[src/rtl/sim_dump_pkg.sv]
// Shared types and constants for the run/trace/dump controller.
package sim_dump_pkg;

  typedef enum logic [2:0] {
    ST_RUN   = 3'd0,
    ST_REG   = 3'd1,
    ST_MEM_A = 3'd2,
    ST_MEM_D = 3'd3,
    ST_END   = 3'd4,
    ST_DONE  = 3'd5
  } state_e;

  localparam logic [1:0] KIND_PC  = 2'b00;
  localparam logic [1:0] KIND_REG = 2'b01;
  localparam logic [1:0] KIND_MEM = 2'b10;
  localparam logic [1:0] KIND_END = 2'b11;

  localparam logic CAUSE_HALT    = 1'b0;
  localparam logic CAUSE_TIMEOUT = 1'b1;

endpackage

[src/rtl/sim_dump_ctrl_dump_counter.sv]
// Index counter 0..N-1 with terminal-count flag; wraps to 0 after the last index.
module dump_counter #(
  parameter int unsigned N = 4
) (
  input  logic                                  clk,
  input  logic                                  reset,
  input  logic                                  inc_i,
  output logic [((N > 1) ? $clog2(N) : 1)-1:0]  cnt_o,
  output logic                                  tc_o
);
  localparam int unsigned W = (N > 1) ? $clog2(N) : 1;

  logic [W-1:0] cnt_q;
  logic [W-1:0] cnt_d;

  always_comb begin
    tc_o  = (cnt_q == W'(N - 1));
    cnt_d = cnt_q;
    if (inc_i) cnt_d = tc_o ? '0 : cnt_q + W'(1);
  end

  always_ff @(posedge clk) begin
    if (reset) cnt_q <= '0;
    else       cnt_q <= cnt_d;
  end

  assign cnt_o = cnt_q;

endmodule

[src/rtl/sim_dump_ctrl.sv]
// Run/trace/dump controller: traces PCs, detects end of run, then streams
// register file, a memory window and an end marker over a valid/ready port.
module sim_dump_ctrl
  import sim_dump_pkg::*;
#(
  parameter int unsigned DATA_W     = 32,
  parameter int unsigned NREGS      = 32,
  parameter logic [31:0] MEM_BASE   = 32'h4000,
  parameter int unsigned MEM_WORDS  = 4,
  parameter int unsigned MAX_CYCLES = 64,
  parameter logic [31:0] HALT_INST  = 32'h0000_0000,
  parameter bit          TRACE_PC   = 1'b1
) (
  input  logic                       clk,
  input  logic                       reset,
  input  logic [DATA_W-1:0]          pc,
  input  logic [31:0]                inst,
  output logic [$clog2(NREGS)-1:0]   rf_raddr,
  input  logic [DATA_W-1:0]          rf_rdata,
  output logic [31:0]                mem_raddr,
  input  logic [DATA_W-1:0]          mem_rdata,
  output logic                       stall,
  output logic                       halt,
  output logic                       out_valid,
  input  logic                       out_ready,
  output logic [1:0]                 out_kind,
  output logic [DATA_W-1:0]          out_data,
  output logic                       done
);
  localparam int unsigned RW = $clog2(NREGS);
  localparam int unsigned CW = $clog2(MAX_CYCLES + 1);
  localparam int unsigned NM = (MEM_WORDS > 0) ? MEM_WORDS : 1;
  localparam int unsigned MW = (NM > 1) ? $clog2(NM) : 1;

  state_e        state_q, state_d;
  logic [CW-1:0] cyc_q, cyc_d;
  logic          cause_q, cause_d;
  logic          reg_inc, mem_inc, reg_tc, mem_tc, adv;
  logic [RW-1:0] reg_idx;
  logic [MW-1:0] mem_idx;

  dump_counter #(.N(NREGS)) u_reg_cnt (
    .clk(clk), .reset(reset), .inc_i(reg_inc), .cnt_o(reg_idx), .tc_o(reg_tc)
  );

  dump_counter #(.N(NM)) u_mem_cnt (
    .clk(clk), .reset(reset), .inc_i(mem_inc), .cnt_o(mem_idx), .tc_o(mem_tc)
  );

  always_ff @(posedge clk) begin
    if (reset) begin
      state_q <= ST_RUN;
      cyc_q   <= '0;
      cause_q <= CAUSE_HALT;
    end else begin
      state_q <= state_d;
      cyc_q   <= cyc_d;
      cause_q <= cause_d;
    end
  end

  always_comb begin
    state_d   = state_q;
    cyc_d     = cyc_q;
    cause_d   = cause_q;
    out_valid = 1'b0;
    out_kind  = KIND_PC;
    out_data  = '0;
    stall     = 1'b0;
    halt      = 1'b1;
    done      = 1'b0;
    rf_raddr  = '0;
    mem_raddr = '0;
    reg_inc   = 1'b0;
    mem_inc   = 1'b0;
    adv       = 1'b0;

    unique case (state_q)
      ST_RUN: begin
        halt = 1'b0;
        if (TRACE_PC) begin
          out_valid = 1'b1;
          out_data  = pc;
          stall     = !out_ready;
        end
        adv = !stall;
        if (adv) begin
          if (cyc_q != CW'(MAX_CYCLES)) cyc_d = cyc_q + CW'(1);
          // Halt takes priority when it lands on the final budgeted cycle.
          if (inst == HALT_INST) begin
            cause_d = CAUSE_HALT;
            state_d = ST_REG;
          end else if (cyc_q == CW'(MAX_CYCLES - 1)) begin
            cause_d = CAUSE_TIMEOUT;
            state_d = ST_REG;
          end
        end
      end
      ST_REG: begin
        out_valid = 1'b1;
        out_kind  = KIND_REG;
        out_data  = rf_rdata;
        rf_raddr  = reg_idx;
        if (out_ready) begin
          reg_inc = 1'b1;
          if (reg_tc) state_d = (MEM_WORDS == 0) ? ST_END : ST_MEM_A;
        end
      end
      ST_MEM_A: begin
        mem_raddr = MEM_BASE + 32'(mem_idx);
        state_d   = ST_MEM_D;
      end
      ST_MEM_D: begin
        // Address is held so the synchronous read stays stable under backpressure.
        mem_raddr = MEM_BASE + 32'(mem_idx);
        out_valid = 1'b1;
        out_kind  = KIND_MEM;
        out_data  = mem_rdata;
        if (out_ready) begin
          mem_inc = 1'b1;
          state_d = mem_tc ? ST_END : ST_MEM_A;
        end
      end
      ST_END: begin
        out_valid = 1'b1;
        out_kind  = KIND_END;
        out_data  = {cause_q, (DATA_W-1)'(cyc_q)};
        if (out_ready) state_d = ST_DONE;
      end
      ST_DONE: done = 1'b1;
      default: state_d = ST_RUN;
    endcase

    if (reset) begin
      out_valid = 1'b0;
      out_kind  = KIND_PC;
      out_data  = '0;
      stall     = 1'b0;
      halt      = 1'b0;
      done      = 1'b0;
      rf_raddr  = '0;
      mem_raddr = '0;
      reg_inc   = 1'b0;
      mem_inc   = 1'b0;
    end
  end

endmodule

[config.mk]
export PLATFORM = sky130hd
export DESIGN_NAME = sim_dump_ctrl
export DESIGN_NICKNAME = d
export VERILOG_FILES = /design/src/rtl/sim_dump_pkg.sv /design/src/rtl/sim_dump_ctrl_dump_counter.sv /design/src/rtl/sim_dump_ctrl.sv
export SDC_FILE = /design/constraint.sdc
export NUM_CORES = 1
export LEC_CHECK = 0
export CORE_MARGIN = 5
export CORE_UTILIZATION = 33
export CTS_CLUSTER_SIZE = 20
export DETAILED_ROUTE_END_ITERATION = 16
export GPL_TIMING_DRIVEN = 0
export PLACE_DENSITY_LB_ADDON = 0.1
export RECOVER_POWER = 25
export SLEW_MARGIN = 10
export SYNTH_ARGS = -nofsm -noshare
export SYNTH_HDL_FRONTEND = slang
export SYNTH_SLANG_ARGS = --single-unit
[constraint.sdc]
create_clock -name clk -period 3 [get_ports clk]
set_input_delay 0.6 -clock clk [delete_from_list [all_inputs] [get_ports clk]]
set_output_delay 0.6 -clock clk [all_outputs]
set_load 0.03 [all_outputs]
==> impl_metrics.csv <==
group,metric,value,unit
setup_path,startpoint_type,"flip-flop",
setup_path,critPathMaxStageDelay,0.43,ns
min_path,holdPathStages,2,
setup_path,required,2.40,ns
cts,insertion_delay,0.26,ns
cts,cts_tree,"yes",
placement,dp_slack,-0.139,ns
sta,finalCritPeriodShare,96.4,%
logic_synthesis,yosysTopAreaCell,"dfxtp_1",
logic_synthesis,synth.distinct_cells,41,
power,power_frac_clock,23.4,%
placement,place_hpwl,7760,um
sta,whs,0.482,ns
layout,utilization,65.2,%
grt,grt_max_degree,11,
power,p_seq_share,28.3,%
drt,drc,0,
grt,antenna_found_initial,0,
drt,wl_per_cell,15.4,um
power,p_per_area,211,nW/um^2
sta,fmaxAchievable,0.346,GHz
setup_path,worstPathCellList,"buf_2 -> or2_1 -> a21o_1 -> buf_6 -> nand2b_1 -> buf_2 -> buf_6 -> nor2_1 -> dlygate4sd2_1",
cts,htree_levels,1,
drt,antenna_left,0,
layout,multi_input_area,1510,sq um
layout,antenna_cells,0,
sta,tns,0,ns
layout,area_delta_synth_final,93.3,%
sta,slew_headroom,59.3,%
min_path,whs_endpoint,"u_reg_cnt.cnt_o[4]",
grt,gr-usage-all-layers,21.5,%
cts,clkSlewWorstSetupHoldPaths,0.07,ns
logic_synthesis,synth_top_area_share,16.9,%
die,io_pins,206,
placement,io_buffer_count,175,
drt,drt_pass1_iterations,4,
layout,drive_gt1_share,10.7,%
power,p_leak,1.80,nW
layout,fillers,600,
logic_synthesis,ys_top_cells_by_count,"nor2_1, a21oi_1, buf_4",
power,vdd_drop_max,0.137,mV
setup_path,regToRegSetupSlack,1.16,ns
drt,drt_iter0_markers,88,
setup_path,path_max_fanout,10,
cts,cts.sinks,18,
sta,setup_ws,0.109,ns
logic_synthesis,yosysMostFrequentCell,"nor2_1",
cts,clockBufferDepth,2,
layout,seq_area,360,sq um
logic_synthesis,syn-cell-area,2130,sq um
setup_path,crit_slowest_cell,"dlygate4sd2_1",
logic_synthesis,ys_async_sr_fraction,0,%
drt,vias_per_cell,4.84,
layout,final_cells,593,
die,start_util,33.7,%
power,p_sw_share,32.0,%
setup_path,crit_path_end_kind,"primary output",
cts,cts_setup_buffers,0,
logic_synthesis,synth_seq_cells,18,
cts,root_buffer,"clkbuf_8",
sta,skew,0.00254,ns
setup_path,worst-setup-path-type,"flip-flop to primary output",
grt,grt_pass1_wl,14700,um
sta,final_hold_viol_count,0,
drt,vias,2873,
setup_path,worstPathArrival,2.29,ns
setup_path,reg2reg_depth,5,
die,dieArea,8160,sq um
sta,setup_viol,0,
setup_path,r2r_end,"cyc_q[1]",
logic_synthesis,yosysWarnings,0,
drt,routed_wl,9140,um
logic_synthesis,synth_area_leaders,"dfxtp_1, mux2i_1, nor2_1, buf_4, a21oi_1",
die,die_x,90.4,um
logic_synthesis,synth_ff_type,"dfxtp_1",
sta,worstMarginPinSlew,0.603,ns
placement,place_inst,589,
logic_synthesis,avgSynthCellArea,6.90,sq um
layout,num-nets-final,653,
placement,gp_congestion,0.875,
grt,grt_pass1_vias,2890,
logic_synthesis,synth-seq-area-share,16.9,%
grt,overflow,0,
power,combPwrFrac,48.3,%
cts,cts_made_buffers,3,
die,fp.coreArea,6310,sq um
logic_synthesis,synth-edff-count,0,
min_path,hold_path.class,"flip-flop to flip-flop",
setup_path,r2r-start,"state_q[2]",
min_path,hp-start,"u_reg_cnt.cnt_o[4]",
sta,report.final.slew_viol_count,0,
die,rows,29,
die,die_h,90.4,um
power,p_int,0.592,mW
sta,fin_crit,2.89,ns
logic_synthesis,postSynthCellCount,309,
flow_run,cap_violations,0,
power,switchingPower,0.279,mW
outcome,status,"complete, no violations",
worst max-delay path: cells and delay by family (launching register included):
family | cells | cell delay, ns
compound gates | 1 | 0.19
flops | 1 | 0.30
simple gates | 3 | 0.48
buf+inv | 5 | 1.05
per-layer routing:
layer | track usage [%] | up-vias | share of wire, %
met5 | 0 | - | 0
met4 | 5.58 | 0 | 2.1
met3 | 5.25 | 16 | 6.7
met2 | 41.0 | 112 | 53
met1 | 23.5 | 1300 | 38
li1 | - | 1445 | -
placed cells by master, fill, tap and decap left out, types with 4 or more instances in the layout:
| master | n |
|---|---|
| clkdlybuf4s50_1 | 141 |
| nor2_1 | 63 |
| a21oi_1 | 42 |
| buf_4 | 29 |
| conb_1 | 29 |
| dlygate4sd2_1 | 27 |
| mux2i_1 | 26 |
| dfxtp_1 | 18 |
| a22oi_1 | 16 |
| nor3_1 | 11 |
| and2_1 | 9 |
| clkbuf_2 | 9 |
| nand2_1 | 9 |
| nor4_1 | 8 |
| inv_1 | 6 |
| buf_2 | 6 |
| xnor2_1 | 5 |
| nand3_1 | 5 |
| ha_1 | 5 |
| clkbuf_1 | 4 |
| buf_6 | 4 |
| nand4_1 | 4 |
| clkbuf_8 | 4 |
| dlymetal6s2s_1 | 4 |
kinds of logic after synthesis:
kind of cell	Yosys count	synth area share, %
AO/OA/AOI/OAI	71	20.1
XOR/XNOR	6	2.47
multiplexers	26	12.2
buffers and inverters	57	17.0
adder cells (fa/ha/maj)	5	2.94
flip-flops	18	16.9
AND/OR/NAND/NOR	125	28.2
other	1	0.176
per-stage QoR:
step	total power, mW	area, sq um
after floorplan	0.452	2240
after global routing	0.919	4120
after CTS	0.878	4110
after detailed placement	0.687	4080
after global placement	0.682	4080
final	0.870	4120
cell type report:
cell class / count / share of cell area (%)
timing repair buffer: 175 / 41.8
tap: 77 / 2.34
clock buffer: 4 / 1.34
multi-input combinational: 262 / 36.8
buffer: 51 / 8.44
sequential: 18 / 8.75
inverter: 6 / 0.547
power groups by stage:
| stage | logic, mW | clock network [mW] | registers [mW] |
|---|---|---|---|
| global route | 0.450 | 0.223 | 0.247 |
| global placement | 0.430 | 0 | 0.252 |
| detailed placement | 0.436 | 0 | 0.252 |
| finish | 0.420 | 0.204 | 0.246 |
| CTS | 0.422 | 0.211 | 0.246 |
| floorplan | 0.202 | 0 | 0.251 |
how the worst max path moves through the flow:
| stage | from | to | slack (ns) | depth (start not counted) |
|---|---|---|---|---|
| 3_5_place_dp | reset | out_kind[1] | -0.14 | 5 |
| 4_1_cts | state_q[1] | out_data[3] | -0.08 | 6 |
| 2_1_floorplan | reset | mem_raddr[0] | 0.50 | 3 |
| 3_3_place_gp | reset | out_kind[1] | -0.11 | 5 |
| 6_report | state_q[1] | out_data[29] | 0.11 | 9 |
| 5_1_grt | state_q[1] | out_data[17] | -0.004 | 9 |
sequential cells by signal, indices dropped and copies added (netlist names):
| register | flops |
|---|---|
| cyc_q | 7 |
| cause_q | 1 |
| u_mem_cnt.cnt_o | 2 |
| state_q | 3 |
| u_reg_cnt.cnt_o | 5 |
timing repair:
item | in CTS | in global routing
setup endpoints to repair | 33 | 25
endpoints found under the hold margin | 0 | 0
gates resized for setup | 34 | 16
hold buffers | 0 | 0
Power figures use the tool's default switching activity.
